==> config.mk <==
export PLATFORM = sky130hd
export DESIGN_NAME = z80fi_bus_recorder
export DESIGN_NICKNAME = d
export VERILOG_FILES = /design/src/rtl/z80fi_bus_recorder_pkg.sv /design/src/rtl/z80fi_record_reg.sv /design/src/rtl/z80fi_bus_recorder.sv
export SDC_FILE = /design/constraint.sdc
export NUM_CORES = 1
export LEC_CHECK = 0
export BUFFER_PORTS_ARGS = -buffer_cell sky130_fd_sc_hd__buf_2
export CAP_MARGIN = 20
export CORE_UTILIZATION = 35
export CTS_BUF_LIST = sky130_fd_sc_hd__clkbuf_8 sky130_fd_sc_hd__clkbuf_16
export CTS_CLUSTER_SIZE = 14
export DETAILED_ROUTE_END_ITERATION = 10
export PLACE_DENSITY = 0.56
export SLEW_MARGIN = 40
export SYNTH_ARGS = -nofsm -noshare
export SYNTH_HDL_FRONTEND = slang
export SYNTH_SLANG_ARGS = --single-unit
export TNS_END_PERCENT = 20
==> constraint.sdc <==
create_clock -name clk -period 4.3 [get_ports clk]
set_input_delay 0.215 -clock clk [delete_from_list [all_inputs] [get_ports clk]]
set_output_delay 0.215 -clock clk [all_outputs]
set_load 0.03 [all_outputs]
==> src/rtl/z80fi_bus_recorder_pkg.sv <==
// Shared types for the z80fi producer side: cycle codes, interface sizing and the record layout.
package z80fi_bus_recorder_pkg;

    localparam int Z80FI_MAX_MCYCLES = 7;
    localparam int Z80FI_TCYC_W      = 3;
    localparam int Z80FI_TSLOTS      = Z80FI_MAX_MCYCLES - 1;
    localparam int Z80FI_MAX_BYTES   = 4;

    localparam logic [2:0] CYCLE_NONE     = 3'd0;
    localparam logic [2:0] CYCLE_M1       = 3'd1;
    localparam logic [2:0] CYCLE_RDWR     = 3'd2;
    localparam logic [2:0] CYCLE_IO       = 3'd3;
    localparam logic [2:0] CYCLE_INTA     = 3'd4;
    localparam logic [2:0] CYCLE_NMI      = 3'd5;
    localparam logic [2:0] CYCLE_INTERNAL = 3'd6;
    localparam logic [2:0] CYCLE_BUSREQ   = 3'd7;

    typedef enum logic {
        ST_IDLE,
        ST_RECORD
    } rec_state_t;

    typedef struct packed {
        logic [31:0]                                    insn;
        logic [2:0]                                     len;
        logic [15:0]                                    raddr;
        logic [7:0]                                     rdata;
        logic [15:0]                                    waddr;
        logic [7:0]                                     wdata;
        logic [Z80FI_MAX_MCYCLES-1:0][2:0]              types;
        logic [Z80FI_TSLOTS-1:0][Z80FI_TCYC_W-1:0]      tcycles;
        logic                                           overflow;
    } z80fi_rec_t;

    function automatic logic [Z80FI_TCYC_W-1:0] tcyc_inc(input logic [Z80FI_TCYC_W-1:0] v);
        return (&v) ? v : v + Z80FI_TCYC_W'(1);
    endfunction

endpackage

==> src/rtl/z80fi_record_reg.sv <==
// Working instruction record plus the retired copy presented on the z80fi outputs.
module z80fi_record_reg
    import z80fi_bus_recorder_pkg::*;
(
    input  logic        clk,
    input  logic        reset_n,
    input  logic        retire,
    input  logic        first_cycle,
    input  logic        tick_en,
    input  logic        cyc_start,
    input  logic [2:0]  cyc_type,
    input  logic        t_tick,
    input  logic [15:0] bus_addr,
    input  logic        bus_rd,
    input  logic [7:0]  bus_rdata,
    input  logic        bus_wr,
    input  logic [7:0]  bus_wdata,
    input  logic        insn_byte,
    output z80fi_rec_t  out_rec,
    output logic        out_valid
);

    localparam logic [2:0] SLOT_LAST  = 3'(Z80FI_MAX_MCYCLES);
    localparam logic [2:0] TSLOT_LAST = 3'(Z80FI_TSLOTS);
    localparam logic [2:0] BYTES_MAX  = 3'(Z80FI_MAX_BYTES);

    z80fi_rec_t work, cur, nxt;
    logic [2:0] slot, slot_idx, base_slot, nxt_slot;
    logic       rd_seen, wr_seen, rd_seen_nx, wr_seen_nx, nxt_rd_seen, nxt_wr_seen;

    always_comb begin
        // cur: the current record with this clk's events, excluding any cycle start
        cur        = work;
        slot_idx   = slot - 3'd1;
        rd_seen_nx = rd_seen;
        wr_seen_nx = wr_seen;

        if (tick_en && t_tick && !cyc_start && slot != 3'd0 && slot < SLOT_LAST)
            cur.tcycles[slot_idx] = tcyc_inc(cur.tcycles[slot_idx]);

        if (bus_rd) begin
            if (insn_byte) begin
                if (cur.len < BYTES_MAX) begin
                    cur.insn[{cur.len[1:0], 3'b000} +: 8] = bus_rdata;
                    cur.len = cur.len + 3'd1;
                end else begin
                    cur.overflow = 1'b1;
                end
            end else if (!rd_seen) begin
                cur.raddr  = bus_addr;
                cur.rdata  = bus_rdata;
                rd_seen_nx = 1'b1;
            end
        end

        if (bus_wr && !wr_seen) begin
            cur.waddr  = bus_addr;
            cur.wdata  = bus_wdata;
            wr_seen_nx = 1'b1;
        end

        // A cycle starting on the retire clk opens the fresh record instead
        nxt         = retire ? '0 : cur;
        base_slot   = (retire || first_cycle) ? 3'd0 : slot;
        nxt_rd_seen = retire ? 1'b0 : rd_seen_nx;
        nxt_wr_seen = retire ? 1'b0 : wr_seen_nx;
        nxt_slot    = base_slot;

        if (cyc_start) begin
            if (base_slot < SLOT_LAST) begin
                nxt.types[base_slot] = cyc_type;
                if (base_slot < TSLOT_LAST)
                    nxt.tcycles[base_slot] = Z80FI_TCYC_W'(t_tick);
                nxt_slot = base_slot + 3'd1;
            end else begin
                nxt.overflow = 1'b1;
            end
        end
    end

    always_ff @(posedge clk or negedge reset_n) begin
        if (!reset_n) begin
            work      <= '0;
            slot      <= 3'd0;
            rd_seen   <= 1'b0;
            wr_seen   <= 1'b0;
            out_rec   <= '0;
            out_valid <= 1'b0;
        end else begin
            work      <= nxt;
            slot      <= nxt_slot;
            rd_seen   <= nxt_rd_seen;
            wr_seen   <= nxt_wr_seen;
            out_valid <= retire;
            if (retire)
                out_rec <= cur;
        end
    end

endmodule

==> src/rtl/z80fi_bus_recorder.sv <==
// z80fi producer: tracks instruction boundaries and exposes each retired record as z80fi_* signals.
//  state     | meaning
//  ST_IDLE   | no cycle recorded yet for the current instruction
//  ST_RECORD | at least one cycle in the working record
module z80fi_bus_recorder
    import z80fi_bus_recorder_pkg::*;
(
    input  logic                    clk,
    input  logic                    reset_n,
    input  logic                    cyc_start,
    input  logic [2:0]              cyc_type,
    input  logic                    t_tick,
    input  logic [15:0]             bus_addr,
    input  logic                    bus_rd,
    input  logic [7:0]              bus_rdata,
    input  logic                    bus_wr,
    input  logic [7:0]              bus_wdata,
    input  logic                    insn_byte,
    input  logic                    insn_done,
    output logic                    z80fi_valid,
    output logic [31:0]             z80fi_insn,
    output logic [2:0]              z80fi_insn_len,
    output logic [15:0]             z80fi_bus_raddr,
    output logic [7:0]              z80fi_bus_rdata,
    output logic [15:0]             z80fi_bus_waddr,
    output logic [7:0]              z80fi_bus_wdata,
    output logic [2:0]              z80fi_mcycle_type1,
    output logic [2:0]              z80fi_mcycle_type2,
    output logic [2:0]              z80fi_mcycle_type3,
    output logic [2:0]              z80fi_mcycle_type4,
    output logic [2:0]              z80fi_mcycle_type5,
    output logic [2:0]              z80fi_mcycle_type6,
    output logic [2:0]              z80fi_mcycle_type7,
    output logic [Z80FI_TCYC_W-1:0] z80fi_tcycles1,
    output logic [Z80FI_TCYC_W-1:0] z80fi_tcycles2,
    output logic [Z80FI_TCYC_W-1:0] z80fi_tcycles3,
    output logic [Z80FI_TCYC_W-1:0] z80fi_tcycles4,
    output logic [Z80FI_TCYC_W-1:0] z80fi_tcycles5,
    output logic [Z80FI_TCYC_W-1:0] z80fi_tcycles6,
    output logic                    z80fi_overflow
);

    rec_state_t state_q, state_d;
    logic       retire, first_cycle, tick_en;
    z80fi_rec_t out_rec;

    always_ff @(posedge clk or negedge reset_n) begin
        if (!reset_n)
            state_q <= ST_IDLE;
        else
            state_q <= state_d;
    end

    always_comb begin
        state_d     = state_q;
        retire      = insn_done;
        first_cycle = 1'b0;
        tick_en     = (state_q == ST_RECORD);
        case (state_q)
            ST_IDLE: begin
                if (cyc_start) begin
                    state_d     = ST_RECORD;
                    first_cycle = 1'b1;
                end
            end
            ST_RECORD: begin
                if (insn_done) begin
                    state_d     = cyc_start ? ST_RECORD : ST_IDLE;
                    first_cycle = cyc_start;
                end
            end
            default: state_d = ST_IDLE;
        endcase
    end

    z80fi_record_reg u_record_reg (
        .clk        (clk),
        .reset_n    (reset_n),
        .retire     (retire),
        .first_cycle(first_cycle),
        .tick_en    (tick_en),
        .cyc_start  (cyc_start),
        .cyc_type   (cyc_type),
        .t_tick     (t_tick),
        .bus_addr   (bus_addr),
        .bus_rd     (bus_rd),
        .bus_rdata  (bus_rdata),
        .bus_wr     (bus_wr),
        .bus_wdata  (bus_wdata),
        .insn_byte  (insn_byte),
        .out_rec    (out_rec),
        .out_valid  (z80fi_valid)
    );

    assign z80fi_insn         = out_rec.insn;
    assign z80fi_insn_len     = out_rec.len;
    assign z80fi_bus_raddr    = out_rec.raddr;
    assign z80fi_bus_rdata    = out_rec.rdata;
    assign z80fi_bus_waddr    = out_rec.waddr;
    assign z80fi_bus_wdata    = out_rec.wdata;
    assign z80fi_mcycle_type1 = out_rec.types[0];
    assign z80fi_mcycle_type2 = out_rec.types[1];
    assign z80fi_mcycle_type3 = out_rec.types[2];
    assign z80fi_mcycle_type4 = out_rec.types[3];
    assign z80fi_mcycle_type5 = out_rec.types[4];
    assign z80fi_mcycle_type6 = out_rec.types[5];
    assign z80fi_mcycle_type7 = out_rec.types[6];
    assign z80fi_tcycles1     = out_rec.tcycles[0];
    assign z80fi_tcycles2     = out_rec.tcycles[1];
    assign z80fi_tcycles3     = out_rec.tcycles[2];
    assign z80fi_tcycles4     = out_rec.tcycles[3];
    assign z80fi_tcycles5     = out_rec.tcycles[4];
    assign z80fi_tcycles6     = out_rec.tcycles[5];
    assign z80fi_overflow     = out_rec.overflow;

endmodule

# Word-level counts from Yosys, hierarchy flattened
# Cells that the tools add are included.
# word_totals
regBits	253
latch_bits	0
mem_bits_rw	0
mem_bits_ro	0
inputBits	43
out_inout_bits	124
elab_cells	116
mem_count	0
# classes
n_addsub	5
mul	0
n_div	0
n_lt_le_gt_ge	8
eq_ne	1
shift	2
n_mux	39
bitwise_logic	1
n_reduce_logical	15
# op_table
cell	n
$mux W123	1
$mux W24	3
$mux W35	2
$mux W59	1
$mux W40	1
$mux W39	1
$bwmux W18	2
$mux W18	2
$bwmux W32	1
$shift A8 B7 Y32 const A	1
$shiftx A8 B7 Y32	1
$bwmux W21	1
$mux W3	7
$demux W3 S3	2
$lt A3 B3 Y1 const B	4
$mux W1	12
$add A3 B1 Y3 const B	3
$bmux W3 S3	1
$lt A3 B4 Y1 const B	2
$logic_and A1 B1 Y1	7
$neg A5 Y7	1
$ge A3 B1 Y1 const B	2
$pmux W1 S2	2
$reduce_bool A2 Y1	2
8 further kinds	9

# Depth between registers and ports, before layout
# Gate-level depths: netlist of run 1.
# logic_depth
depth_word	12
ltp_mapped	15
depth_no_buf	11

# Hierarchy
# Synthesis of run 1 repeated with hierarchy kept, for this count alone.
# hier_totals
hier_cells	965
hier_area_um2	10395.0
# by_module_without_submodules
mod	instances	cells_each	area_per_inst_um2	seq_area_each_um2
z80fi_record_reg	1	961	10351.2	6306.0
z80fi_bus_recorder	1	4	43.8	25.0

# Worst setup path before layout of run 1
# No wires, ideal clock.
# synth_path
kind	register to register
from	register u_record_reg.slot[0]
to	register u_record_reg.work[13] (netlist name)
setup_ps	93
t_arrival_ps	3369
t_required_ps	4207
slack_ps	837
stages_incl_launch_ff	15
n_path_buf	3
synth_period_minus_slack_ps	3463
cell_sequence	dfrtp_1 clkbuf_1 inv_1 clkbuf_1 ha_1 xor2_1 nor2_1 a221o_1 and2_1 ha_1 and2_1 a22o_1 xor2_1 buf_2 o31ai_2
# synth_rtl
item	line_no	rtl
start, declared	z80fi_record_reg.sv:28	logic [2:0] slot, slot_idx, base_slot, nxt_slot;
start signal, assigned	z80fi_record_reg.sv:91	slot <= nxt_slot;
end signal, assigned	z80fi_record_reg.sv:90	work <= nxt;
end, declared	z80fi_record_reg.sv:27	z80fi_rec_t work, cur, nxt;

==> impl_results.rst, run 1 <==
.. list-table::
   :header-rows: 1

   * - Metric
     - Value
   * - Origin of the worst min-delay path
     - insn_byte
   * - Number of standard-cell rows in the floorplan
     - 62
   * - Worst R2R Start
     - u_record_reg.slot[0]$_DFF_PN0_
   * - Die X-Extent
     - 174.3 um
   * - Area share of the largest cell type after synthesis
     - 60.96%
   * - Category of the worst setup path launch point
     - flip-flop
   * - CTS root buffer
     - clkbuf_16
   * - Maximum number of pins on one net before global-route repair
     - 130
   * - Detailed-route wire length
     - 25,090 um
   * - Number of enable-type register cells in the synthesized netlist
     - 0
   * - Cell accounting for the most synthesized area
     - dfrtp_1
   * - Synth Area per Inst
     - 10.61 um2
   * - Die boundary height
     - 174.3 um
   * - Final sum of negative setup slack
     - 0 ns
   * - Yosys Warn Count
     - 0
   * - Maximum buffer depth of the clock tree
     - 3
   * - Met3 global-route usage
     - 4.265%
   * - Slack of the worst reg-to-reg path
     - 0.67 ns
   * - Ports placed on the boundary
     - 167
   * - Hold Vio Cnt, Final
     - 0
   * - Maximum fanout along the worst path
     - 17
   * - Unrepaired setup endpoints after global routing
     - no
   * - Post-layout net count
     - 1,207
   * - Cell area after technology mapping
     - 10,380 um2
   * - Routability cong.
     - 0.8396
   * - Register clock-pin slew on the reported worst setup and hold paths
     - 0.06 ns
   * - FF-to-FF path depth
     - 12
   * - Diodes inserted
     - 0
   * - Vias after detailed routing
     - 7,610
   * - HPWL after detailed placement
     - 16,130 um
   * - Total global routing overflow
     - 0
   * - Port bufs
     - 166
   * - Via count of the first global-routing pass
     - 7,607
   * - Type of the tightest min-delay check
     - in2reg
   * - Clock period minus worst slack
     - 3.629 ns
   * - Synth Flop Type
     - dfrtp_1
   * - Outcome
     - finished, final reports clean
   * - Number of pins exceeding their max-slew limit in the final report
     - 0
   * - Share of synthesized area occupied by flip-flops and latches
     - 60.96%
   * - Share of post-route cells with drive strength above 1
     - 21.62%
   * - Num CTS Buffers
     - 29
   * - Total of flip-flops plus latches after synthesis
     - 253
   * - Global-route track usage on met2
     - 25.30%
   * - Overall track demand over capacity in global routing
     - 16.60%
   * - Met1 GRT Util
     - 23.35%
   * - Starting utilization of the core area
     - 35.89%
   * - Top cells by instance count after synthesis
     - 253 x dfrtp_1, 186 x nor2_1, 125 x a21oi_1
   * - Number of cells on the worst hold path
     - 4
   * - Finished Core Util
     - 44.57%
   * - Number of sinks handled by clock tree synthesis
     - 253
   * - Most frequently used cell type in the post-synthesis netlist
     - dfrtp_1
   * - Antenna viol nets, final
     - 0
   * - Synth-to-Final Area Change
     - 24.18%
   * - Leakage power total
     - 0.006446 uW
   * - Number of antenna violations at the first check in global routing
     - 0
   * - Worst Max-Slew Pin Slew
     - 0.7508 ns
   * - Number of setup violations in the final report
     - 0
   * - Endpoint of the worst hold path
     - u_record_reg.rd_seen$_DFFE_PN0P_
   * - Async S/R FF share, synth
     - 100.0%
   * - Largest cells by area after synthesis
     - dfrtp_1 61%, nor2_1 6.7%, a21oi_1 6.0%
   * - Global-route wire length before repair
     - 41,230 um
   * - Number of gates resized after CTS
     - 0
   * - Largest vdd supply drop
     - 282.9 uV
   * - CTS tree
     - yes
   * - Maximum capacitance violations
     - 0
   * - Final period utilization
     - 84.40%
   * - Maximum level of the CTS H-tree
     - 1
   * - CP Capture Type
     - flip-flop
   * - Wire per inst
     - 16.09 um
   * - Slew headroom
     - 49.56%
   * - Final setup skew
     - 0.007906 ns
   * - Standard cell core area
     - 28,940 um2
   * - Ratio of total power to cell area
     - 448.4 nW/um2
   * - Endpoint of the worst register-to-register path
     - u_record_reg.work[8]$_DFF_PN0_
   * - Arrival @ worst endpoint
     - 4.07 ns
   * - Clock latency on the worst-skew pair
     - 0.54 ns
   * - Synthesized net count
     - 1,032
   * - Crit Path Class
     - reg2reg
   * - Routed via count divided by cell count
     - 4.881
   * - Grt peak-use layer
     - met2
   * - Count of cell types in the netlist
     - 46
   * - Initial drt markers
     - 486
   * - Worst EP required
     - 4.74 ns
   * - Iteration count of the initial detailed-routing pass
     - 5
   * - Synthesized instance count
     - 979
   * - Post-detailed-route DRC marker count
     - 0
   * - Highest achievable clock rate
     - 275.6 MHz
   * - Die footprint
     - 30,360 um2
## critical path, cell delays in order (launching register included)
cell      delay (ns)
dfrtp_1         0.37
inv_1           0.38
ha_1            0.37
xor2_1          0.35
nor2_1          0.22
a221o_1         0.37
and2_1          0.18
ha_1            0.21
and2_1          0.18
a221oi_1        0.37
a31oi_1         0.09
buf_4           0.20
a211oi_1        0.23
## timing repair
item,in CTS,in global routing
hold buffers,31,0
hold endpoints to repair,156,0
setup buffers,0,0
## routing by layer
layer | vias to the layer above | part of all wire (%)
li1 | 3735 | -
met1 | 3630 | 47
met2 | 203 | 44
met3 | 42 | 6.8
met4 | 0 | 1.9
met5 | - | 0
## worst max path at each step
stage                                   start                               to  slack, ns  cells after the start
6_report       u_record_reg.slot[0]$_DFF_PN0_   u_record_reg.work[8]$_DFF_PN0_       0.67                     12
5_1_grt        u_record_reg.slot[0]$_DFF_PN0_   u_record_reg.work[8]$_DFF_PN0_       0.32                     12
4_1_cts        u_record_reg.slot[0]$_DFF_PN0_   u_record_reg.work[8]$_DFF_PN0_       0.70                     12
3_5_place_dp   u_record_reg.slot[0]$_DFF_PN0_   u_record_reg.work[1]$_DFF_PN0_       0.74                     12
3_3_place_gp   u_record_reg.slot[0]$_DFF_PN0_   u_record_reg.work[1]$_DFF_PN0_       0.90                     12
2_1_floorplan  u_record_reg.slot[0]$_DFF_PN0_  u_record_reg.work[13]$_DFF_PN0_       0.84                     14
## power by group
group | switching (uW) | internal [uW] | leakage, uW | total (uW)
registers | 67.3 | 2510 | 0.00334 | 2580
logic | 526 | 233 | 0.00261 | 760
clock network | 993 | 1450 | 0.000496 | 2450
total | 1590 | 4200 | 0.00645 | 5780
## flip-flops by register name (all words and copies together) (netlist names)
name,count
u_record_reg.rd_seen,1
u_record_reg.work,102
u_record_reg.wr_seen,1
state_q,1
u_record_reg.out_rec,123
u_record_reg.cur,21
u_record_reg.out_valid,1
u_record_reg.slot,3
## final cells by class
class / instances / area [um2]
clock inverter: 17 / 148.9
fill: 2778 / 16040
timing repair buffer: 209 / 1316
multi-input combinational: 648 / 3762
tap: 384 / 480.5
sequential: 253 / 6331
inverter: 13 / 48.80
clock buffer: 35 / 808.3
## logic make-up after synthesis
| logic type | share of synthesized area, % |
|---|---|
| simple gates | 14.43 |
| flops | 60.96 |
| compound gates | 11.78 |
| mux | 8.422 |
| buf+inv | 2.855 |
| fa+ha+maj | 1.205 |
| xor+xnor | 0.3374 |
## layout by cell type, fill, tap and decap left out, types with 6 or more instances in the layout
cell type | netlist | routed
ha_1 | 10 | 10
inv_1 | 13 | 17
a2bb2oi_1 | 11 | 11
nor2_1 | 186 | 186
o211ai_1 | 6 | 6
dfrtp_1 | 253 | 253
o21ai_1 | 22 | 22
buf_4 | 0 | 8
a21oi_1 | 125 | 125
mux2i_1 | 57 | 57
nor2b_1 | 6 | 6
nand3_1 | 23 | 23
buf_2 | 3 | 164
dlygate4sd3_1 | 0 | 31
a31oi_1 | 11 | 11
clkinv_2 | 0 | 6
o21ai_0 | 24 | 24
mux2_2 | 23 | 23
nand2_1 | 48 | 48
clkbuf_8 | 0 | 6
clkbuf_16 | 0 | 29
and3_1 | 37 | 37
nor3_1 | 6 | 6
## through the flow
stage / setup WS [ns] / hold slack (ns) / instance area (um2) / power (uW) / instances
final: 0.6709 / 0.02361 / 12900 / 5783 / 1559
after global routing: 0.3246 / 0.04258 / 12900 / 6040 / 1559
after CTS: 0.7024 / 0.007354 / 12870 / 5864 / 1558
after detailed placement: 0.7393 / 0.3215 / 11600 / 3360 / 1475
after global placement: 0.9009 / 0.3233 / 11570 / 3349 / 1474
after floorplan: 0.8373 / -0.08059 / 10390 / 3084 / 979
Note: power is estimated with default switching activity, not from simulation.
==> run 2, diff against run 1 <==
- PLACE_DENSITY: 0.56 -> 0.58
- clock period: 4.3 -> 3.11 ns (I/O delays scaled with it)
==> run 2 against run 1 <==
Effect of this change: sequential share of layout area fell by 0.62 points; via count rose by 1.8%; die area did not move; combinational power rose by 43%; global-route usage rose by 0.16 points; critical endpoint is now u_record_reg.work[7]$_DFF_PN0_; largest power group unchanged.
==> impl_results.rst, run 2 (same netlist as run 1, synthesis figures left out) <==
.. list-table::
   :header-rows: 1

   * - Metric
     - Value
   * - Most common library cell in the layout ignoring fill and taps
     - dfrtp_1
   * - Unrepaired setup endpoints after global routing
     - no
   * - Number of pins exceeding their max-slew limit in the final report
     - 0 (unchanged)
   * - Worst Max-Slew Pin Slew
     - 0.7698 ns (+0.01904 ns)
   * - Most used cell, CP
     - and2_1
   * - Arrival @ worst endpoint
     - 3.39 ns (-0.68 ns)
   * - Type of the tightest min-delay check
     - in2reg
   * - Maximum level of the CTS H-tree
     - 1 (unchanged)
   * - Final period utilization
     - 95.09% (+11 points)
   * - Global-route track usage on met2
     - 25.12% (-0.18 points)
   * - Total global routing overflow
     - 0 (unchanged)
   * - Clock period minus worst slack
     - 2.957 ns (-0.6716 ns)
   * - Number of setup violations in the final report
     - 0 (unchanged)
   * - Number of antenna violations at the first check in global routing
     - 0 (unchanged)
   * - Critical path launch point
     - u_record_reg.slot[1]$_DFF_PN0_
   * - Port bufs
     - 166 (unchanged)
   * - Wire per inst
     - 16.20 um (+0.65%)
   * - Endpoint of the worst register-to-register path
     - u_record_reg.work[7]$_DFF_PN0_
   * - Area after detailed placement
     - 11,720 um2 (+0.99%)
   * - Iteration count of the initial detailed-routing pass
     - 5 (unchanged)
   * - Outcome
     - finished, final reports clean
   * - Commonest cells after routing, fill and taps aside
     - 253 x dfrtp_1, 186 x nor2_1, 164 x buf_2
   * - CTS tree
     - yes
   * - Global-route wire length before repair
     - 41,500 um (+0.64%)
   * - Detailed-route wire length
     - 25,420 um (+1.3%)
   * - Maximum buffer depth of the clock tree
     - 3 (unchanged)
   * - Delay of the slowest cell on the worst path
     - 0.38 ns (about the same)
   * - Final setup skew
     - 0.004925 ns (-0.002982 ns)
   * - Ratio of total power to cell area
     - 621.9 nW/um2 (+39%)
   * - Met3 global-route usage
     - 3.806% (-0.46 points)
   * - Grt peak-use layer
     - met2
   * - Die X-Extent
     - 174.3 um (unchanged)
   * - Slowest stage cell on the critical path
     - dfrtp_1
   * - Slack of the worst reg-to-reg path
     - 0.15 ns (-0.52 ns)
   * - Largest vdd supply drop
     - 423.4 uV (+50%)
   * - Category of the worst setup path launch point
     - flip-flop
   * - Crit Path Class
     - reg2reg
   * - Via count of the first global-routing pass
     - 7,637 (+0.39%)
   * - Starting utilization of the core area
     - 35.89% (unchanged)
   * - CP Capture Type
     - flip-flop
   * - Diodes inserted
     - 0 (unchanged)
   * - Vias after detailed routing
     - 7,748 (+1.8%)
   * - Routability cong.
     - 0.8394 (about the same)
   * - Register containing the most flip-flops in the final layout
     - u_record_reg.out_rec
   * - CTS root buffer
     - clkbuf_16
   * - Hold Vio Cnt, Final
     - 0 (unchanged)
   * - Clock latency on the worst-skew pair
     - 0.53 ns (about the same)
   * - Synth-to-Final Area Change
     - 25.76%
   * - Worst setup endpoint
     - u_record_reg.work[7]$_DFF_PN0_
   * - Num CTS Buffers
     - 28 (-3.4%)
   * - Post-detailed-route DRC marker count
     - 0 (unchanged)
   * - HPWL after detailed placement
     - 16,550 um (+2.6%)
   * - Maximum fanout along the worst path
     - 9 (-8)
   * - Slew headroom
     - 48.14% (-1.4 points)
   * - Leakage power total
     - 0.006508 uW (+0.95%)
   * - Number of sinks handled by clock tree synthesis
     - 253 (unchanged)
   * - Finished Core Util
     - 45.14% (+0.57 points)
   * - Ports placed on the boundary
     - 167 (unchanged)
   * - Highest achievable clock rate
     - 338.1 MHz (+23%)
   * - Antenna viol nets, final
     - 0 (unchanged)
   * - Met1 GRT Util
     - 24.51% (+1.2 points)
   * - FF-to-FF path depth
     - 12 (unchanged)
   * - Post-layout net count
     - 1,218 (+0.91%)
   * - Initial drt markers
     - 417 (-14%)
   * - Routed via count divided by cell count
     - 4.938 (+1.2%)
   * - Worst R2R Start
     - u_record_reg.slot[1]$_DFF_PN0_
   * - Maximum number of pins on one net before global-route repair
     - 147 (+13%)
   * - Standard cell core area
     - 28,940 um2 (unchanged)
   * - List of cells traversed by the critical path
     - inv_2, ha_4, xor2_4, a21o_1, a221o_1, and2_1, ha_1, and2_1, a22o_1, xor2_1, buf_4, o31ai_2
   * - Number of cells on the worst hold path
     - 2 (-2)
   * - Register clock-pin slew on the reported worst setup and hold paths
     - 0.06 ns (about the same)
   * - Worst EP required
     - 3.54 ns (-1.20 ns)
   * - Layout fillers
     - 2,696 (-3.0%)
   * - Final instance area
     - 13,060 um2 (+1.3%)
   * - Number of standard-cell rows in the floorplan
     - 62 (unchanged)
   * - Maximum capacitance violations
     - 0 (unchanged)
   * - Number of flip-flops in the largest register
     - 123 (unchanged)
   * - Final sum of negative setup slack
     - 0 ns (unchanged)
   * - Die footprint
     - 30,360 um2 (unchanged)
   * - Overall track demand over capacity in global routing
     - 16.76% (+0.16 points)
   * - Die boundary height
     - 174.3 um (unchanged)
   * - Share of post-route cells with drive strength above 1
     - 22.70% (+1.1 points)
[run 2: how the worst min path moves through the flow]
stage                          from                               endpoint  slack, ns
after floorplan             reset_n                      state_q$_DFF_PN0_      -0.14
after global placement      reset_n  u_record_reg.out_rec[108]$_DFFE_PN0P_       0.21
after detailed placement    reset_n       u_record_reg.work[111]$_DFF_PN0_       0.21
after CTS                 cyc_start                      state_q$_DFF_PN0_      0.007
after global routing      cyc_start                      state_q$_DFF_PN0_       0.03
final                     cyc_start                      state_q$_DFF_PN0_       0.04
[run 2: area by class of cell]
class,instances,area (um2),area share (%)
clock buffers,35,808.3,6.189
clock inverters,15,176.4,1.351
inverters,13,48.80,0.3736
multi-input cells,648,3811,29.18
flip-flops and latches,253,6331,48.48
well taps,384,480.5,3.679
repair buffers,221,1404,10.75
[run 2: report_power, final]
part	internal, uW	switching (uW)	total [uW]
Sequential	3470	91.6	3560
Clock	2150	1310	3470
Combinational	349	745	1090
[run 2: worst max-delay path, delay by kind of cell, from the launching register on]
family	cells	cell delay, ns
adder cells (fa/ha/maj)	2	0.43
flip-flops	1	0.38
AO/OA/AOI/OAI	4	1.10
buffers and inverters	2	0.34
XOR/XNOR	2	0.26
AND/OR/NAND/NOR	2	0.35
[run 2: metrics by stage]
stage / total power [uW] / setup WS [ns] / hold slack [ns] / instances
final: 8122 / 0.1526 / 0.04139 / 1569
after global routing: 8460 / 0.002458 / 0.03408 / 1569
after CTS: 8228 / 0.04109 / 0.006860 / 1569
after floorplan: 4274 / 0.02737 / -0.1401 / 979
after global placement: 4664 / 0.1854 / 0.2094 / 1485
after detailed placement: 4681 / 0.06335 / 0.2091 / 1486
[run 2: what timing repair did]
action | CTS | global route
buffers inserted | 0 | 0
setup endpoints to repair | 0 | 24
resized for setup | 0 | 6
hold endpoints to repair | 177 | 0
hold buffers | 33 | 0
[run 2: per-layer routing]
layer | routed length (um) | vias to the layer above
met5 | 0 | -
met3 | 1533 | 37
met4 | 521 | 0
met1 | 12040 | 3750
li1 | - | 3767
met2 | 11320 | 194
==> run 3, diff against run 2 <==
- PLACE_DENSITY: 0.58 -> 0.56
- clock period: 3.11 -> 3.2 ns (I/O delays scaled with it)
==> run 3 against run 2 <==
Effect of this change: via count fell by 0.66%; global-route usage is 0.26 points higher; worst setup slack better by 0.035 ns; first-iteration DRC count rose by 28%; combinational power about the same; clock skew increased by 0.010 ns; sequential share of layout area barely moved; largest cell class unchanged; largest power group unchanged.
==> impl_results.rst, run 3 (same netlist as run 1, synthesis figures left out) <==
.. list-table::
   :header-rows: 1

   * - Metric
     - Value
   * - Standard cell core area
     - 28,940 um2 (unchanged)
   * - Routed via count divided by cell count
     - 4.906 (-0.66%)
   * - Largest vdd supply drop
     - 380.7 uV (-10%)
   * - Synth-to-Final Area Change
     - 25.84% (about the same)
   * - Tightest hold margin
     - 0.02540 ns (-0.01599 ns)
   * - Outcome
     - finished, final reports clean
   * - Initial drt markers
     - 535 (+28%)
   * - Ports placed on the boundary
     - 167 (unchanged)
   * - Detailed-route wire length
     - 25,610 um (+0.76%)
   * - Port bufs
     - 166 (unchanged)
   * - Overall track demand over capacity in global routing
     - 17.02% (+0.26 points)
   * - Crit Path Class
     - reg2reg
   * - Worst Max-Slew Pin Slew
     - 0.7172 ns (-0.05263 ns)
   * - Worst R2R Start
     - u_record_reg.slot[0]$_DFF_PN0_
   * - CTS root buffer
     - clkbuf_16
   * - Ratio of total power to cell area
     - 598.6 nW/um2 (-3.7%)
   * - Number of sinks handled by clock tree synthesis
     - 253 (unchanged)
   * - Commonest cells after routing, fill and taps aside
     - 253 x dfrtp_1, 186 x nor2_1, 164 x buf_2
   * - CP Capture Type
     - flip-flop
   * - Number of antenna violations at the first check in global routing
     - 0 (unchanged)
   * - Hold Vio Cnt, Final
     - 0 (unchanged)
   * - Diodes inserted
     - 0 (unchanged)
   * - FF-to-FF path depth
     - 12 (unchanged)
   * - Maximum fanout along the worst path
     - 11 (+2)
   * - Final period utilization
     - 94.12% (-0.97 points)
   * - Register clock-pin slew on the reported worst setup and hold paths
     - 0.06 ns (about the same)
   * - Wire per inst
     - 16.32 um (+0.76%)
   * - Maximum level of the CTS H-tree
     - 1 (unchanged)
   * - Post-layout net count
     - 1,217 (-0.082%)
   * - Total global routing overflow
     - 0 (unchanged)
   * - Critical path launch point
     - u_record_reg.slot[0]$_DFF_PN0_
   * - Share of post-route cells with drive strength above 1
     - 22.53% (-0.17 points)
   * - Layout fillers
     - 2,771 (+2.8%)
   * - Finished Core Util
     - 45.17% (about the same)
   * - Number of pins exceeding their max-slew limit in the final report
     - 0 (unchanged)
   * - Register containing the most flip-flops in the final layout
     - u_record_reg.out_rec
   * - Die footprint
     - 30,360 um2 (unchanged)
   * - Number of setup violations in the final report
     - 0 (unchanged)
   * - Die boundary height
     - 174.3 um (unchanged)
   * - Global-route wire length before repair
     - 42,060 um (+1.4%)
   * - Vias after detailed routing
     - 7,697 (-0.66%)
   * - Category of the worst setup path launch point
     - flip-flop
   * - Post-CTS setup buffers
     - 0 (unchanged)
   * - Final setup skew
     - 0.01523 ns (+0.01030 ns)
   * - Antenna viol nets, final
     - 0 (unchanged)
   * - Maximum capacitance violations
     - 0 (unchanged)
   * - Slew headroom
     - 51.82% (+3.7 points)
   * - Endpoint of the worst register-to-register path
     - u_record_reg.work[8]$_DFF_PN0_
   * - Worst EP required
     - 3.64 ns (+0.10 ns)
   * - Num CTS Buffers
     - 28 (unchanged)
   * - Routability cong.
     - 0.8218 (-2.1%)
   * - Final worst slack
     - 0.1881 ns (+0.03550 ns)
   * - Arrival @ worst endpoint
     - 3.45 ns (+0.06 ns)
   * - Slack of the worst reg-to-reg path
     - 0.19 ns (+0.04 ns)
   * - Post-detailed-route DRC marker count
     - 0 (unchanged)
   * - Number of standard-cell rows in the floorplan
     - 62 (unchanged)
   * - Highest achievable clock rate
     - 332.0 MHz (-1.8%)
   * - Clock period minus worst slack
     - 3.012 ns (+0.05450 ns)
   * - Final sum of negative setup slack
     - 0 ns (unchanged)
   * - Number of flip-flops in the largest register
     - 123 (unchanged)
   * - CTS tree
     - yes
   * - Via count of the first global-routing pass
     - 7,714 (+1.0%)
   * - Iteration count of the initial detailed-routing pass
     - 5 (unchanged)
   * - Die X-Extent
     - 174.3 um (unchanged)
   * - Type of the tightest min-delay check
     - in2reg
   * - Place WS
     - 0.1907 ns (+0.1274 ns)
   * - Maximum buffer depth of the clock tree
     - 3 (unchanged)
   * - Leakage power total
     - 0.006511 uW (about the same)
   * - Clock latency on the worst-skew pair
     - 0.54 ns (about the same)
   * - HPWL after detailed placement
     - 16,560 um (about the same)
   * - Worst setup endpoint
     - u_record_reg.work[8]$_DFF_PN0_
   * - Starting utilization of the core area
     - 35.89% (unchanged)
   * - Most common library cell in the layout ignoring fill and taps
     - dfrtp_1
   * - Maximum number of pins on one net before global-route repair
     - 145 (-1.4%)
run 3: cell count changes in the layout (fill, tap and decap cells not counted), sizes merged:
cell	delta
buf	-2
dlygate4sd3	+1
clkinvlp	-1
bufinv	-1
clkinv	+3
run 3: repair_timing:
item	4_1_cts	5_1_grt
setup endpoints to repair	0	13
endpoints found under the hold margin	196	0
hold buffers	34	0
gates resized for setup	0	6
run 3: area by class of cell:
cell class / count / area [um2] / share of cell area (%)
well taps: 384 / 480.5 / 3.676
inverters: 13 / 48.80 / 0.3734
clock buffers: 35 / 797.0 / 6.099
flip-flops and latches: 253 / 6331 / 48.44
multi-input cells: 648 / 3811 / 29.16
repair buffers: 220 / 1431 / 10.95
clock inverters: 16 / 168.9 / 1.292
run 3: layer usage:
layer / vias to the layer above / wire [um] / track usage (%)
met2: 172 / 11360 / 25.68
met5: - / 0 / 0
met3: 33 / 1634 / 4.134
li1: 3760 / - / -
met1: 3732 / 12250 / 24.48
met4: 0 / 364 / 4.203
run 3: worst min-delay path by stage:
| stage | from | to | depth (start not counted) |
|---|---|---|---|
| after floorplan | reset_n | state_q$_DFF_PN0_ | 0 |
| after global placement | reset_n | u_record_reg.work[43]$_DFF_PN0_ | 1 |
| after detailed placement | reset_n | u_record_reg.work[43]$_DFF_PN0_ | 1 |
| after CTS | bus_rdata[5] | u_record_reg.work[69]$_DFF_PN0_ | 3 |
| after global routing | bus_rdata[1] | u_record_reg.work[65]$_DFF_PN0_ | 3 |
| final | bus_rdata[5] | u_record_reg.work[69]$_DFF_PN0_ | 3 |
run 3: where the power goes:
group	total (uW)	leakage, uW	internal [uW]	switching, uW
Sequential	3460	0.00334	3370	86.2
Clock	3300	0.000492	2000	1300
Combinational	1060	0.00268	338	725
Total	7820	0.00651	5710	2110
run 3: worst max-delay path, cell delays in order, from the launching register on:
cell      delay [ns]
dfrtp_1         0.39
inv_1           0.21
ha_4            0.24
xor2_4          0.10
a21o_1          0.19
a221o_1         0.37
and2_1          0.18
ha_1            0.21
and2_1          0.17
a221oi_1        0.38
a31oi_1         0.08
buf_4           0.20
a211oi_1        0.21
run 3: through the flow:
| stage | instances | area [um2] | total power, uW |
|---|---|---|---|
| 2_1_floorplan | 979 | 10400 | 4148 |
| 3_3_place_gp | 1482 | 11670 | 4527 |
| 3_5_place_dp | 1483 | 11700 | 4538 |
| 4_1_cts | 1568 | 13000 | 7939 |
| 5_1_grt | 1569 | 13070 | 8184 |
| 6_report | 1569 | 13070 | 7823 |
